## config.mk

```make
export PLATFORM = sky130hd
export DESIGN_NAME = uart_tx_frame
export DESIGN_NICKNAME = d
export VERILOG_FILES = /design/src/rtl/uart_tx_frame.sv
export SDC_FILE = /design/constraint.sdc
export NUM_CORES = 1
export LEC_CHECK = 0
export CAP_MARGIN = 20
export CORE_UTILIZATION = 35
export DETAILED_ROUTE_END_ITERATION = 10
export GPL_TIMING_DRIVEN = 0
export HOLD_SLACK_MARGIN = 0.12
export PLACE_DENSITY_LB_ADDON = 0.25
export RECOVER_POWER = 25
export SKIP_CTS_REPAIR_TIMING = 1
export SYNTH_ARGS = -nofsm -noshare
export SYNTH_HDL_FRONTEND = slang
export SYNTH_SLANG_ARGS = --single-unit
```

## constraint.sdc

```tcl
create_clock -name i_Clock -period 3.2 [get_ports i_Clock]
set_clock_uncertainty 0.15 [all_clocks]
set_input_delay 0.64 -clock i_Clock [delete_from_list [all_inputs] [get_ports i_Clock]]
set_output_delay 0.64 -clock i_Clock [all_outputs]
set_load 0.05 [all_outputs]
```

## src/rtl/uart_tx_frame.sv

```systemverilog
// uart_tx_frame: parametrised UART transmitter.
// Frame: start (0), DATA_BITS data bits LSB first, optional parity, 1 or 2 stop bits.
// Optional feature macro: UART_TX_BREAK_EN adds i_Tx_Break, which holds the line low
// while idle and blocks new requests until released.
module uart_tx_frame #(
  parameter int unsigned CLKS_PER_BIT = 87,
  parameter int unsigned DATA_BITS    = 8,
  parameter int unsigned PARITY_MODE  = 0,
  parameter int unsigned STOP_BITS    = 1
) (
  input  logic                 i_Clock,
  input  logic                 i_Rst_n,
  input  logic                 i_Tx_DV,
  input  logic [DATA_BITS-1:0] i_Tx_Data,
`ifdef UART_TX_BREAK_EN
  input  logic                 i_Tx_Break,
`endif
  output logic                 o_Tx_Ready,
  output logic                 o_Tx_Active,
  output logic                 o_Tx_Serial,
  output logic                 o_Tx_Done
);

  localparam int unsigned CW = $clog2(CLKS_PER_BIT);
  localparam int unsigned BW = $clog2(DATA_BITS);
  localparam logic [CW-1:0] CLK_LAST  = CW'(CLKS_PER_BIT - 1);
  localparam logic [BW-1:0] BIT_LAST  = BW'(DATA_BITS - 1);
  localparam logic          STOP_LAST = (STOP_BITS == 2);
  localparam bit            HAS_PAR   = (PARITY_MODE != 0);

  // Reject unsupported configurations at elaboration
  if (CLKS_PER_BIT < 2) begin : g_bad_cpb
    $error("uart_tx_frame: CLKS_PER_BIT must be >= 2");
  end
  if (DATA_BITS < 5 || DATA_BITS > 9) begin : g_bad_db
    $error("uart_tx_frame: DATA_BITS must be 5..9");
  end
  if (PARITY_MODE > 2) begin : g_bad_par
    $error("uart_tx_frame: PARITY_MODE must be 0, 1 or 2");
  end
  if (STOP_BITS < 1 || STOP_BITS > 2) begin : g_bad_stop
    $error("uart_tx_frame: STOP_BITS must be 1 or 2");
  end

  typedef enum logic [2:0] {
    s_IDLE,
    s_START,
    s_DATA,
    s_PARITY,
    s_STOP,
    s_CLEANUP
  } state_t;

  state_t               state;
  logic [CW-1:0]        clk_cnt;
  logic [BW-1:0]        bit_idx;
  logic [BW-1:0]        bit_nxt;
  logic                 stop_cnt;
  logic [DATA_BITS-1:0] data_q;
  logic                 parity_bit;
  logic                 break_req;

`ifdef UART_TX_BREAK_EN
  assign break_req = i_Tx_Break;
`else
  assign break_req = 1'b0;
`endif

  // Next data bit index and parity of the latched word
  always_comb begin
    bit_nxt    = bit_idx + BW'(1);
    parity_bit = (PARITY_MODE == 1) ? ~^data_q : ^data_q;
  end

  // Frame sequencer; every output is registered so the line changes on the clock edge
  always_ff @(posedge i_Clock or negedge i_Rst_n) begin
    if (!i_Rst_n) begin
      state       <= s_IDLE;
      clk_cnt     <= '0;
      bit_idx     <= '0;
      stop_cnt    <= 1'b0;
      data_q      <= '0;
      o_Tx_Ready  <= 1'b1;
      o_Tx_Active <= 1'b0;
      o_Tx_Serial <= 1'b1;
      o_Tx_Done   <= 1'b0;
    end else begin
      case (state)
        s_IDLE: begin
          o_Tx_Done   <= 1'b0;
          o_Tx_Active <= 1'b0;
          clk_cnt     <= '0;
          bit_idx     <= '0;
          stop_cnt    <= 1'b0;
          if (break_req) begin
            o_Tx_Serial <= 1'b0;
            o_Tx_Ready  <= 1'b0;
          end else if (i_Tx_DV && o_Tx_Ready) begin
            data_q      <= i_Tx_Data;
            state       <= s_START;
            o_Tx_Serial <= 1'b0;
            o_Tx_Active <= 1'b1;
            o_Tx_Ready  <= 1'b0;
          end else begin
            o_Tx_Serial <= 1'b1;
            o_Tx_Ready  <= 1'b1;
          end
        end

        s_START: begin
          if (clk_cnt == CLK_LAST) begin
            clk_cnt     <= '0;
            state       <= s_DATA;
            o_Tx_Serial <= data_q[0];
          end else begin
            clk_cnt <= clk_cnt + CW'(1);
          end
        end

        s_DATA: begin
          if (clk_cnt == CLK_LAST) begin
            clk_cnt <= '0;
            if (bit_idx == BIT_LAST) begin
              bit_idx <= '0;
              if (HAS_PAR) begin
                state       <= s_PARITY;
                o_Tx_Serial <= parity_bit;
              end else begin
                state       <= s_STOP;
                o_Tx_Serial <= 1'b1;
              end
            end else begin
              bit_idx     <= bit_nxt;
              o_Tx_Serial <= data_q[bit_nxt];
            end
          end else begin
            clk_cnt <= clk_cnt + CW'(1);
          end
        end

        s_PARITY: begin
          if (clk_cnt == CLK_LAST) begin
            clk_cnt     <= '0;
            state       <= s_STOP;
            o_Tx_Serial <= 1'b1;
          end else begin
            clk_cnt <= clk_cnt + CW'(1);
          end
        end

        s_STOP: begin
          if (clk_cnt == CLK_LAST) begin
            clk_cnt <= '0;
            if (stop_cnt == STOP_LAST) begin
              stop_cnt    <= 1'b0;
              state       <= s_CLEANUP;
              o_Tx_Done   <= 1'b1;
              o_Tx_Active <= 1'b0;
            end else begin
              stop_cnt <= 1'b1;
            end
          end else begin
            clk_cnt <= clk_cnt + CW'(1);
          end
        end

        s_CLEANUP: begin
          state       <= s_IDLE;
          o_Tx_Done   <= 1'b0;
          o_Tx_Serial <= 1'b1;
          o_Tx_Ready  <= 1'b1;
        end

        default: begin
          state       <= s_IDLE;
          o_Tx_Serial <= 1'b1;
          o_Tx_Active <= 1'b0;
          o_Tx_Done   <= 1'b0;
          o_Tx_Ready  <= 1'b1;
        end
      endcase
    end
  end

endmodule

```

# After elaboration in Yosys (flattened, before gate mapping)
# Cells that the tools add are included.
[totals]
regBits = 26
input_bits = 11
out_inout_bits = 4
elab_cells = 76
[op_classes]
n_addsub = 2
n_lt_le_gt_ge = 1
eq_ne = 14
muxes = 32
n_bitwise = 3
reduce_logical = 15
[op_table]
columns = ["cell", "n"]
rows = [
  ["$mux 3", 9],
  ["$pmux 3 s5", 1],
  ["$ne 2x2->1 const B", 7],
  ["$pmux 7 s2", 1],
  ["$mux 1", 13],
  ["$eq 3x3->1 const B", 3],
  ["$reduce_or 4->1", 2],
  ["$add 7x1->7 const B", 1],
  ["$eq 7x7->1 const B", 1],
  ["$mux 7", 1],
  ["$reduce_and 7->1", 1],
  ["$eq 3x2->1 const B", 2],
  ["$pmux 1 s2", 3],
  ["$pmux 3 s2", 1],
  ["$reduce_and 2->1", 3],
  ["$reduce_and 3->1", 2],
  ["$reduce_bool 2->1", 3],
  ["$pmux 1 s5", 1],
  ["$lt 3x4->1 const B", 1],
  ["$reduce_and 4->1", 1],
  ["$add 3x1->3 const B", 1],
  ["$bmux 1 s3", 1],
  ["$eq 3x1->1 const B", 1],
  ["$logic_not 3->1", 1],
  ["4 further kinds", 6],
]

# Logic depth before layout (Yosys ltp)
# Gate-level depths: netlist (run 1).
[depth]
depth_word = 6
depth_mapped = 7
ltp_nobuf = 6

# Least setup slack after synthesis (run 1)
# No wires, ideal clock.
[synth_path]
path_type = "flip-flop to flip-flop"
start = "reg bit_idx[0]"
end = "reg o_Tx_Serial"
setup_time_ps = 86
arrival_time_ps = 1621
required_time_ps = 2964
path_slack_ps = 1343
path_stages_with_launch = 7
path_buffers = 0
synth_period_minus_slack_ps = 1857
path_cell_list = "dfrtp_1 ha_1 ha_1 mux4_1 mux2_2 o21bai_2 a21oi_2"
[synth_between]
elab_chain_len = 6
elab_cells_between_ends = 7
classes_between = "1 x add/sub; 1 x eq/ne; 5 x mux"
[synth_rtl]
columns = ["item", "line", "text"]
rows = [
  ["start: declaration", "56", "logic [BW-1:0] bit_idx;"],
  ["start signal: assignment", "133", "bit_idx <= bit_nxt;"],
  ["$add 3x1->3", "71", "bit_nxt = bit_idx + BW'(1);"],
  ["$bmux 1 s3", "134", "o_Tx_Serial <= data_q[bit_nxt];"],
  ["$mux 1 (implied by the code)", "134", ""],
  ["$mux 1 (*)", "123", "if (bit_idx == BIT_LAST) begin"],
  ["$mux 1 (*)", "121", "if (clk_cnt == CLK_LAST) begin"],
  ["$pmux 1 s5 (*)", "88", "case (state)"],
  ["end signal: assignment", "114", "o_Tx_Serial <= data_q[0];"],
  ["end signal: assignment", "127", "o_Tx_Serial <= parity_bit;"],
  ["end signal: assignment", "134", ""],
  ["end: declaration", "20", "output logic o_Tx_Serial,"],
]
# Mark *: on every way between the ends. The rest lies on a longest branch, timed or not. The select of a mux whose other input is x is not followed.
# A chain may end at the register's enable or synchronous reset.

# Worst setup path after layout (run 1)
[layout_path]
start = "reg o_Tx_Ready"
end = "out o_Tx_Ready"
[layout_lines]
columns = ["item", "line", "text"]
rows = [
  ["start: declaration", "18", "output logic o_Tx_Ready,"],
  ["start signal: assignment", "83", "o_Tx_Ready <= 1'b1;"],
  ["start signal: assignment", "97", "o_Tx_Ready <= 1'b0;"],
  ["start signal: assignment", "103", "o_Tx_Ready <= 1'b0;"],
]
# No word-level cell between the ends.

==> impl_metrics.ini, run 1 <==
[status]
outcome = complete, no violations

[synth]
synth_area_per_cell_um2 = 11.0
seq_area_frac_synth_pct = 46.7
yosysUniqueCellTypes = 46
muxShareOfSynthArea_pct = 11.0
synth_top_family_by_area = simple AND/OR/NAND/NOR gates
synth.largest_area_cell = dfrtp_1
synth_compound_area_share_pct = 16.7
synth_edf_count = 0
synth-seq-cells = 26
synthArstFlopShare_pct = 100
ys.flop_type = dfrtp_1
synth_fa_ha_area_share_pct = 3.58
syn_inst = 127
synth_top_cell_area_share_pct = 43.0
synth_xor_area_share_pct = 1.25
netlist_top_cells_area = dfrtp_1 (43%), mux2_2 (7.3%), o21ai_0 (5.0%), dfstp_2 (3.8%), mux4_1 (3.8%)
syn_area_um2 = 1400
yosysWarnings = 0
syn-num-nets = 142
yosys.area_share.simple_pct = 18.4

[min_path]
hold_class = flop to flop

[setup_path]
worst_path_largest_cell_delay_ns = 0.80
end_kind = primary output
crit_arrival_ns = 1.64
crit_type = flop to primary output
crit_family = buffers and inverters
crit_path_start_kind = flop
path_cells = clkdlybuf4s50_1
slowest_stage = clkdlybuf4s50_1
required_ns = 2.41
worstPathMaxFanout = 5
path_buf_inv = 1

[grt]
grt-ovfl-total = 0
grt_pass1_wl_mm = 4.95
antenna_found_initial = 0
grt_max_degree = 17
grt_pass1_vias = 1105
grtUsageTotal_pct = 15.1

[clock_network]
clk_path_buf_depth = 2
insertion_delay_ns = 0.27
cts_tree = done
cts_root_buffer = clkbuf_8
clock_sink_count = 26
cts.htree.levels = 1
clkTransAtPathRegs_ns = 0.09
cts_buffers = 3

[run]
maxCapViolCount = 0

[cells_and_area]
area_delta_synth_final_pct = 17.4
n_fill_cell = 389
drive_above_1_share_pct = 16.4
fin_nets = 162
antennaDiodeCount = 0
post-route-util_pct = 43.8

[pwr]
powerDensity_nw_per_um2 = 329
p_sw_share_pct = 20.6
power_frac_seq_pct = 60.9
internal-power_uw = 428
power.clock.fraction_pct = 35.3
static-leakage-power_uw = 0.000742
p_switching_uw = 111
power_frac_comb_pct = 3.8
ir_drop_uv = 140

[route]
wire_per_inst_um = 14.1
routed_wl_mm = 2.73
drt_first_pass_iters = 4
drc_errors = 0
drtIter0Drc = 19
vias = 1058
post_drt_via_cell_ratio = 5.45
ant_nets = 0

[floorplan]
initial_core_util_pct = 37.3
placementRows = 22
boundaryPins = 15
dieArea_um2 = 4250
die_y_um = 65.2
die_w_um = 65.2
core_area_um2 = 3740

[sta]
rsz0062_at_grt = no
hold_viol = 0
period_share_pct = 76.1
tightest_slew_ns = 0.843
setup_viol = 0
fin_tns_setup_ns = 0
min_period_ns = 2.43
fmax_mhz = 411
max_slew_margin_pct = 43.8
slew_viol_final = 0

[place]
place_congestion = 0.770
dp_hpwl_mm = 2.10
portBuffers = 14
==> registers in the layout (all words and copies together) (netlist names) <==
signal,cells
bit_idx,3
clk_cnt,7
data_q,8
o_Tx_Active,1
o_Tx_Done,1
o_Tx_Ready,1
o_Tx_Serial,1
state,3
stop_cnt,1
==> cell usage after synthesis (2+ instances only) <==
master / n
dfrtp_1: 24
o21ai_0: 14
nand2_1: 12
mux2_2: 9
nor2_1: 8
nand3_1: 7
ha_1: 4
nor3_1: 3
a21o_1: 2
clkbuf_1: 2
dfstp_2: 2
inv_1: 2
mux4_1: 2
nand2b_1: 2
nand3b_1: 2
nor2b_1: 2
==> logic make-up after synthesis <==
kind of cell | after synthesis
flip-flops | 26
multiplexers | 11
XOR/XNOR | 2
AO/OA/AOI/OAI | 32
buffers and inverters | 6
adder cells (fa/ha/maj) | 4
AND/OR/NAND/NOR | 46
==> worst paths after layout <==
check	from	to	slack, ns	depth (start not counted)
max	o_Tx_Ready	o_Tx_Ready	0.77	1
min	data_q[2]	data_q[2]	0.36	1
max reg2reg	bit_idx[0]	o_Tx_Serial	1.19	6
min reg2reg	data_q[2]	data_q[2]	0.36	1
max in group asynchronous	i_Rst_n	clk_cnt[5]	1.16	2
min in group asynchronous	i_Rst_n	bit_idx[0]	0.62	1
==> layer usage <==
metal | GRT usage (%) | routed length (µm) | up-vias
met4 | 5.71 | 31 | 0
met3 | 2.95 | 102 | 4
met1 | 19.0 | 1250 | 521
li1 | - | - | 510
met2 | 25.4 | 1350 | 23
met5 | 0 | 0 | -
==> layout make-up <==
cell class | count | area, µm² | area share, %
multi-input combinational | 95 | 708 | 43.2
sequential | 26 | 653 | 39.8
timing repair buffer | 15 | 144 | 8.77
tap | 48 | 60.1 | 3.66
clock buffer | 4 | 45.0 | 2.75
buffer | 4 | 22.5 | 1.37
inverter | 2 | 7.51 | 0.458
==> stage by stage <==
step | worst slack [ns] | hold slack [ns] | area, µm² | power [µW] | std cells
3_3_place_gp | 0.997 | 0.332 | 1600 | 355 | 189
2_1_floorplan | 1.34 | 0.194 | 1400 | 337 | 127
4_1_cts | 0.757 | 0.365 | 1670 | 554 | 194
3_5_place_dp | 0.994 | 0.343 | 1630 | 360 | 190
5_1_grt | 0.734 | 0.395 | 1640 | 560 | 194
6_report | 0.766 | 0.356 | 1640 | 539 | 194
==> placed cells by master (no fill, tap or decap), types with 2 or more instances in the layout <==
cell type and n:
dfstp_2 2, clkbuf_1 5, dfrtp_1 24, nor3_1 3
a21o_1 2, nand2_1 12, clkdlybuf4s50_1 13, nor2b_1 2
o21ai_0 14, inv_1 2, nand3_1 7, ha_1 4
nand3b_1 2, mux4_1 2, nor2_1 8, clkbuf_8 3
mux2_2 9, nand2b_1 2
==> power groups by stage <==
| stage | combinational [µW] | clock, µW | sequential, µW |
|---|---|---|---|
| 3_5_place_dp | 25.0 | 0 | 335 |
| 5_1_grt | 22.5 | 209 | 328 |
| 2_1_floorplan | 1.65 | 0 | 335 |
| 6_report | 20.3 | 191 | 328 |
| 3_3_place_gp | 20.3 | 0 | 335 |
| 4_1_cts | 25.0 | 200 | 328 |
Power figures use the tool's default switching activity.
==> run 2: changes to the inputs <==
==> constraint.sdc (replaced) <==
create_clock -name i_Clock -period 2 [get_ports i_Clock]
set_clock_uncertainty 0.15 [all_clocks]
set_input_delay 0.4 -clock i_Clock [delete_from_list [all_inputs] [get_ports i_Clock]]
set_output_delay 0.4 -clock i_Clock [all_outputs]
set_load 0.05 [all_outputs]
==> impl_metrics.ini, run 2 (synthesized netlist as in run 1, its figures left out) <==
[status]
outcome = complete, no violations

[floorplan]
core_area_um2 = 3740
die_y_um = 65.2
placementRows = 22
dieArea_um2 = 4250
initial_core_util_pct = 37.3
die_w_um = 65.2
boundaryPins = 15

[cells_and_area]
max_flop_register = data_q
post-route-util_pct = 45.5
largestRegisters = data_q x8, clk_cnt x7
layout_commonest_cell = dfrtp_1
fin_nets = 165
layout_common_cells = dfrtp_1 (23), o21ai_0 (14), nand2_1 (12)
drive_above_1_share_pct = 21.5
largest_reg_flops = 8
antennaDiodeCount = 0
area_delta_synth_final_pct = 21.9
instances_no_fill = 197

[grt]
grt-ovfl-total = 0
antenna_found_initial = 0
grt_max_degree = 17
grt_pass1_vias = 1105
grt_pass1_wl_mm = 4.95
grtUsageTotal_pct = 15.1

[route]
drc_errors = 0
wire_per_inst_um = 14.1
routed_wl_mm = 2.79
drt_first_pass_iters = 4
vias = 1067
ant_nets = 0
drtIter0Drc = 18
post_drt_via_cell_ratio = 5.42

[clock_network]
cts_buffers = 3
cts_tree = done
clk_path_buf_depth = 2
clkTransAtPathRegs_ns = 0.09
clock_sink_count = 26
cts.htree.levels = 1
insertion_delay_ns = 0.27
cts_root_buffer = clkbuf_8

[setup_path]
crit_path_start_kind = flop
rrSetupSlack_ns = 0.1
crit_arrival_ns = 1.95
crit_type = flop to flop
worstPathMaxFanout = 4
end_kind = flop
crit_family = multiplexers
required_ns = 2.05
path_cells = ha_2 -> ha_4 -> mux4_1 -> mux2_2 -> o21bai_2 -> a21oi_2
path_buf_inv = 0
worst_path_largest_cell_delay_ns = 0.44
slowest_stage = dfrtp_2

[sta]
setup_slack_ns = 0.0968
slew_viol_final = 0
period_share_pct = 95.2
fmax_mhz = 525
min_period_ns = 1.90
rsz0062_at_grt = no
hold_viol = 0
max_slew_margin_pct = 53.1
tightest_slew_ns = 0.703
setup_viol = 0

[pwr]
ir_drop_uv = 226
powerDensity_nw_per_um2 = 508
total_power_uw = 865
static-leakage-power_uw = 0.000803

[min_path]
hold_class = flop to flop

[place]
dp.cells = 190
portBuffers = 14
pre_cts_ws_ns = -0.0221
dp_hpwl_mm = 2.10
place_congestion = 0.770

[run]
maxCapViolCount = 0
==> run 2: through the flow <==
| stage | area, µm² | setup TNS [ns] | hold slack (ns) |
|---|---|---|---|
| floorplan | 1400 | 0 | -0.0456 |
| global placement | 1600 | -0.0102 | 0.332 |
| detailed placement | 1630 | -0.0221 | 0.343 |
| CTS | 1670 | -0.455 | 0.364 |
| global route | 1700 | 0 | 0.395 |
| finish | 1700 | 0 | 0.356 |
==> run 2: area by class of cell <==
class | count | area (µm²)
fillers | 379 | 2040
multi-input cells | 95 | 728
flip-flops and latches | 26 | 654
repair buffers | 18 | 185
well taps | 48 | 60.1
clock buffers | 4 | 45.0
plain buffers | 4 | 23.8
inverters | 2 | 7.51
==> run 2: power by group <==
part           switching, µW  internal (µW)  leakage, µW  total (µW)
clock                    164            143    0.0000228         306
combinational           15.0           18.5     0.000445        33.5
sequential                 0            525     0.000335         525
==> run 2: final timing paths <==
| path | start | to | depth (start not counted) |
|---|---|---|---|
| min reg2reg | data_q[2] | data_q[2] | 1 |
| max | bit_idx[0] | o_Tx_Serial | 6 |
| max reg2reg | bit_idx[0] | o_Tx_Serial | 6 |
| min in group asynchronous | i_Rst_n | bit_idx[1] | 1 |
| max in group asynchronous | i_Rst_n | clk_cnt[5] | 2 |
| min | data_q[2] | data_q[2] | 1 |
==> run 2: metal layers <==
layer / global-route usage (%) / vias up / part of all wire [%]
li1: - / 515 / -
met5: 0 / - / 0
met1: 19.0 / 529 / 45
met3: 2.95 / 4 / 3.6
met4: 5.71 / 0 / 1.1
met2: 25.4 / 19 / 50
==> run 3: changes to the inputs <==
--- a/config.mk
+++ b/config.mk
@@ -8,8 +8,8 @@
 export CAP_MARGIN = 20
 export CORE_UTILIZATION = 35
 export DETAILED_ROUTE_END_ITERATION = 10
+export DONT_BUFFER_PORTS = 1
 export GPL_TIMING_DRIVEN = 0
-export HOLD_SLACK_MARGIN = 0.12
 export PLACE_DENSITY_LB_ADDON = 0.25
 export RECOVER_POWER = 25
 export SKIP_CTS_REPAIR_TIMING = 1
==> impl_metrics.ini, run 3 (synthesized netlist as in run 1, its figures left out) <==
[cells_and_area]
fin_nets = 151
largest_reg_flops = 8
drive_above_1_share_pct = 24.4
largestRegisters = data_q x8, clk_cnt x7
max_flop_register = data_q
area_delta_synth_final_pct = 12.7
layout_common_cells = dfrtp_1 (23), o21ai_0 (14), nand2_1 (12)
instances_no_fill = 183
antennaDiodeCount = 0
post-route-util_pct = 42.1
layout_commonest_cell = dfrtp_1

[clock_network]
cts_buffers = 3
clkTransAtPathRegs_ns = 0.09
cts.htree.levels = 1
clock_sink_count = 26
insertion_delay_ns = 0.27
cts_tree = done
clk_path_buf_depth = 2
cts_root_buffer = clkbuf_8

[sta]
whs_ns = 0.122
rsz0062_at_grt = no
hold_viol = 0
setup_slack_ns = 0.0987
tightest_slew_ns = 0.634
min_period_ns = 1.90
setup_viol = 0
period_share_pct = 95.1
max_slew_margin_pct = 57.7
slew_viol_final = 0
fmax_mhz = 526

[floorplan]
core_area_um2 = 3740
die_y_um = 65.2
die_w_um = 65.2
placementRows = 22
dieArea_um2 = 4250
boundaryPins = 15
initial_core_util_pct = 37.3

[route]
vias = 979
wl_met3_um = 111
drtIter0Drc = 10
wl_met2_mm = 1.29
drt_first_pass_iters = 4
ant_nets = 0
wire_per_inst_um = 15.0
drc_errors = 0
wl_met1_mm = 1.32
post_drt_via_cell_ratio = 5.35
dr.max_layer_used = met4
routed_wl_mm = 2.74

[run]
maxCapViolCount = 0

[setup_path]
r2r_cells = 6
rrSetupSlack_ns = 0.1
end_kind = flop
timing.rr.start = bit_idx[0]
reg2reg_to = o_Tx_Serial
worstPathMaxFanout = 6
crit_arrival_ns = 1.95
crit_path_start_kind = flop
crit_type = flop to flop
required_ns = 2.05

[place]
pre_cts_ws_ns = -0.00721
dp_hpwl_mm = 1.95
place_congestion = 0.754
portBuffers = 0
dp.cells = 175

[grt]
grt-ovfl-total = 0
grtUsageTotal_pct = 15.0
antenna_found_initial = 0
grt_pass1_wl_mm = 4.85
grt_pass1_vias = 1029
grt_max_degree = 27

[min_path]
worstHoldStart = i_Tx_Data[1]
hold_class = input pin to flop
hold_end = data_q[1]
whs_path_depth = 1

[pwr]
static-leakage-power_uw = 0.000714
powerDensity_nw_per_um2 = 621
ir_drop_uv = 390

[status]
outcome = complete, no violations
## run 3: cell types whose count changed in the layout (fill, tap and decap cells not counted)
| cell | previous run | this run |
|---|---|---|
| buf_4 | 3 | 2 |
| bufinv_16 | 0 | 1 |
| clkbuf_1 | 3 | 2 |
| clkbuf_2 | 0 | 1 |
| clkdlybuf4s50_1 | 9 | 0 |
| dlymetal6s2s_1 | 5 | 0 |
## run 3: final cells by class
class | count | area (µm²)
inverters | 2 | 7.51
repair buffers | 4 | 30.0
clock buffers | 3 | 41.3
fillers | 400 | 2170
well taps | 48 | 60.1
multi-input cells | 95 | 728
clock inverters | 1 | 30.0
plain buffers | 4 | 23.8
flip-flops and latches | 26 | 654
## run 3: per-stage QoR
step	cell area, µm²	TNS, ns	total power, µW
after floorplan	1400	0	538
after global placement	1460	-0.00398	539
after detailed placement	1460	-0.00721	539
after CTS	1530	-0.0164	986
after global routing	1580	0	1010
final	1580	0	978
## run 3: how the worst max path moves through the flow
stage,endpoint,start
global route,state[0],clk_cnt[0]
detailed placement,o_Tx_Serial,bit_idx[0]
finish,o_Tx_Serial,bit_idx[0]
CTS,o_Tx_Serial,bit_idx[0]
global placement,o_Tx_Serial,bit_idx[0]
floorplan,o_Tx_Serial,bit_idx[0]
## run 3: where the power goes
part,switching (µW),total (µW),internal (µW),leakage [µW]
Combinational,12.4,14.8,2.36,0.000343
Clock,170,437,268,0.0000357
Sequential,0,525,525,0.000335
## run 3: worst max-delay path, stage by stage, from the launching register on
cell      delay (ns)
dfrtp_2         0.44
ha_2            0.21
ha_4            0.28
mux4_1          0.26
mux2_2          0.29
o21bai_2        0.12
a21oi_2         0.07
## run 3: per-layer routing
metal / up-vias / GRT usage (%)
met4: 0 / 4.62
met1: 473 / 20.5
met2: 23 / 22.9
met3: 2 / 4.17
met5: - / 0
li1: 481 / -
==> RTL edit, RTL diff (flow settings as in run 3) <==
Reset style: synchronous (`i_Rst_n`), changed in one clocked block.
--- a/src/rtl/uart_tx_frame.sv
+++ b/src/rtl/uart_tx_frame.sv
@@ -73,7 +73,7 @@
   end
 
   // Frame sequencer; every output is registered so the line changes on the clock edge
-  always_ff @(posedge i_Clock or negedge i_Rst_n) begin
+  always_ff @(posedge i_Clock) begin
     if (!i_Rst_n) begin
       state       <= s_IDLE;
       clk_cnt     <= '0;
Behaviour: differs if i_Rst_n is asserted again (counterexample within 4 cycles, from zero or initial values and one cycle with i_Rst_n low); with i_Rst_n held inactive, the same outputs for 10 cycles.
==> RTL edit against run 3 <==
  * Core utilization decreased by 1.0 points
  * Design area decreased by 2.5%
  * Wire length increased by 2.6%
  * Global-route usage decreased by 0.052 points
  * Die area decreased by 0.17%
  * Sequential cell count unchanged
  * Worst setup slack got worse by 10 ps
  * Synthesized cell count increased by 17%
  * Synthesized area decreased by 0.18%
Power is not compared: it rests on default switching activity, and its combinational part moved more than twofold at a synthesized area within 25%.
==> RTL edit: results <==
group,metric,value,unit
grt,grt_pass1_vias,1106,
clock_network,cts_max_level,1,
worst_setup_path,slowest_stage,"dfxtp_1",
drt,wl_per_cell,14.0,um
placed_design,numPortBuffers,0,
clock_network,cts_buffer_depth,2,
synthesis,synth_area_leaders,"dfxtp_1, mux2i_1, ha_1",
final_layout,largest_reg_flops,8,
grt,grt_max_degree,16,
synthesis,syn_area_per_cell,9.36,um2
synthesis,yosysSeqAreaShare,0.373,
synthesis,synthDistinctLibCells,47,
placed_design,place_ws,50.6,ps
drt,drtIter0Drc,36,
grt,grt_use_total,0.150,
placed_design,gp_congestion,0.824,
run_status,status,"finished clean",
drt,viasPerCell,5.45,
worst_setup_path,crit_family,"adder cells",
final_layout,layoutNonFillerInstCount,201,
worst_setup_path,cp_slowest_stage_delay,380,ps
synthesis,synth_async_sr_flop_share,0,
final_layout,nNetsFinal,169,
synthesis,yosys_most_used_dff,"dfxtp_1",
sta,timing.slew.headroom,0.621,
final_layout,drive_gt1_frac,0.124,
synthesis,synthTopCellsByCount,"dfxtp_1, nor2_1, nand2_1, mux2i_1, nor2b_1",
synthesis,synth_nets,164,
placed_design,hpwl,2070,um
worst_setup_path,arrival,1920,ps
power_and_ir_drop,leakage,0.543,nW
grt,grt_pass1_wl,4910,um
RTL edit: cell type report:
type | instances | area (um2)
multi-input combinational | 112 | 815
inverter | 2 | 7.51
buffer | 9 | 62.6
clock inverter | 1 | 30.0
tap | 48 | 60.1
clock buffer | 3 | 41.3
fill | 388 | 2210
sequential | 26 | 520
RTL edit: cells by family after synthesis:
family,Yosys count,synth area share
buffers and inverters,11,0.0520
AOI/OAI and AO/OA,28,0.144
and+or+nand+nor,64,0.268
muxes,10,0.0897
xor gates and xnor gates,6,0.0377
adders and majority gates,4,0.0359
DFF,26,0.373
RTL edit: power groups by stage:
| stage | Sequential, mW | Combinational [mW] | Clock, mW |
|---|---|---|---|
| 2_1_floorplan | 0.600 | 0.141 | 0 |
| 3_3_place_gp | 0.605 | 0.165 | 0 |
| 3_5_place_dp | 0.607 | 0.167 | 0 |
| 4_1_cts | 0.594 | 0.168 | 0.455 |
| 5_1_grt | 0.597 | 0.185 | 0.475 |
| 6_report | 0.594 | 0.167 | 0.442 |
RTL edit: worst paths after layout:
path              start          end  slack (ps)  cells past startpoint
max          bit_idx[0]  o_Tx_Serial          90                      6
min reg2reg    stop_cnt     stop_cnt         320                      1
min             i_Rst_n     state[1]         120                      2
max reg2reg  bit_idx[0]  o_Tx_Serial          90                      6
RTL edit: through the flow:
step | utilization | hold slack, ps | area [um2]
finish | 0.410 | 121 | 1540
global route | 0.410 | 138 | 1540
CTS | 0.408 | 115 | 1530
detailed placement | 0.389 | 303 | 1460
global placement | 0.389 | 306 | 1460
floorplan | - | 288 | 1400
RTL edit: per-layer routing:
layer	up-vias	global-route usage	wire, um
li1	544	-	-
met1	519	0.192	1340
met2	28	0.243	1310
met3	4	0.0260	117
met4	0	0.0679	41
met5	-	0	0
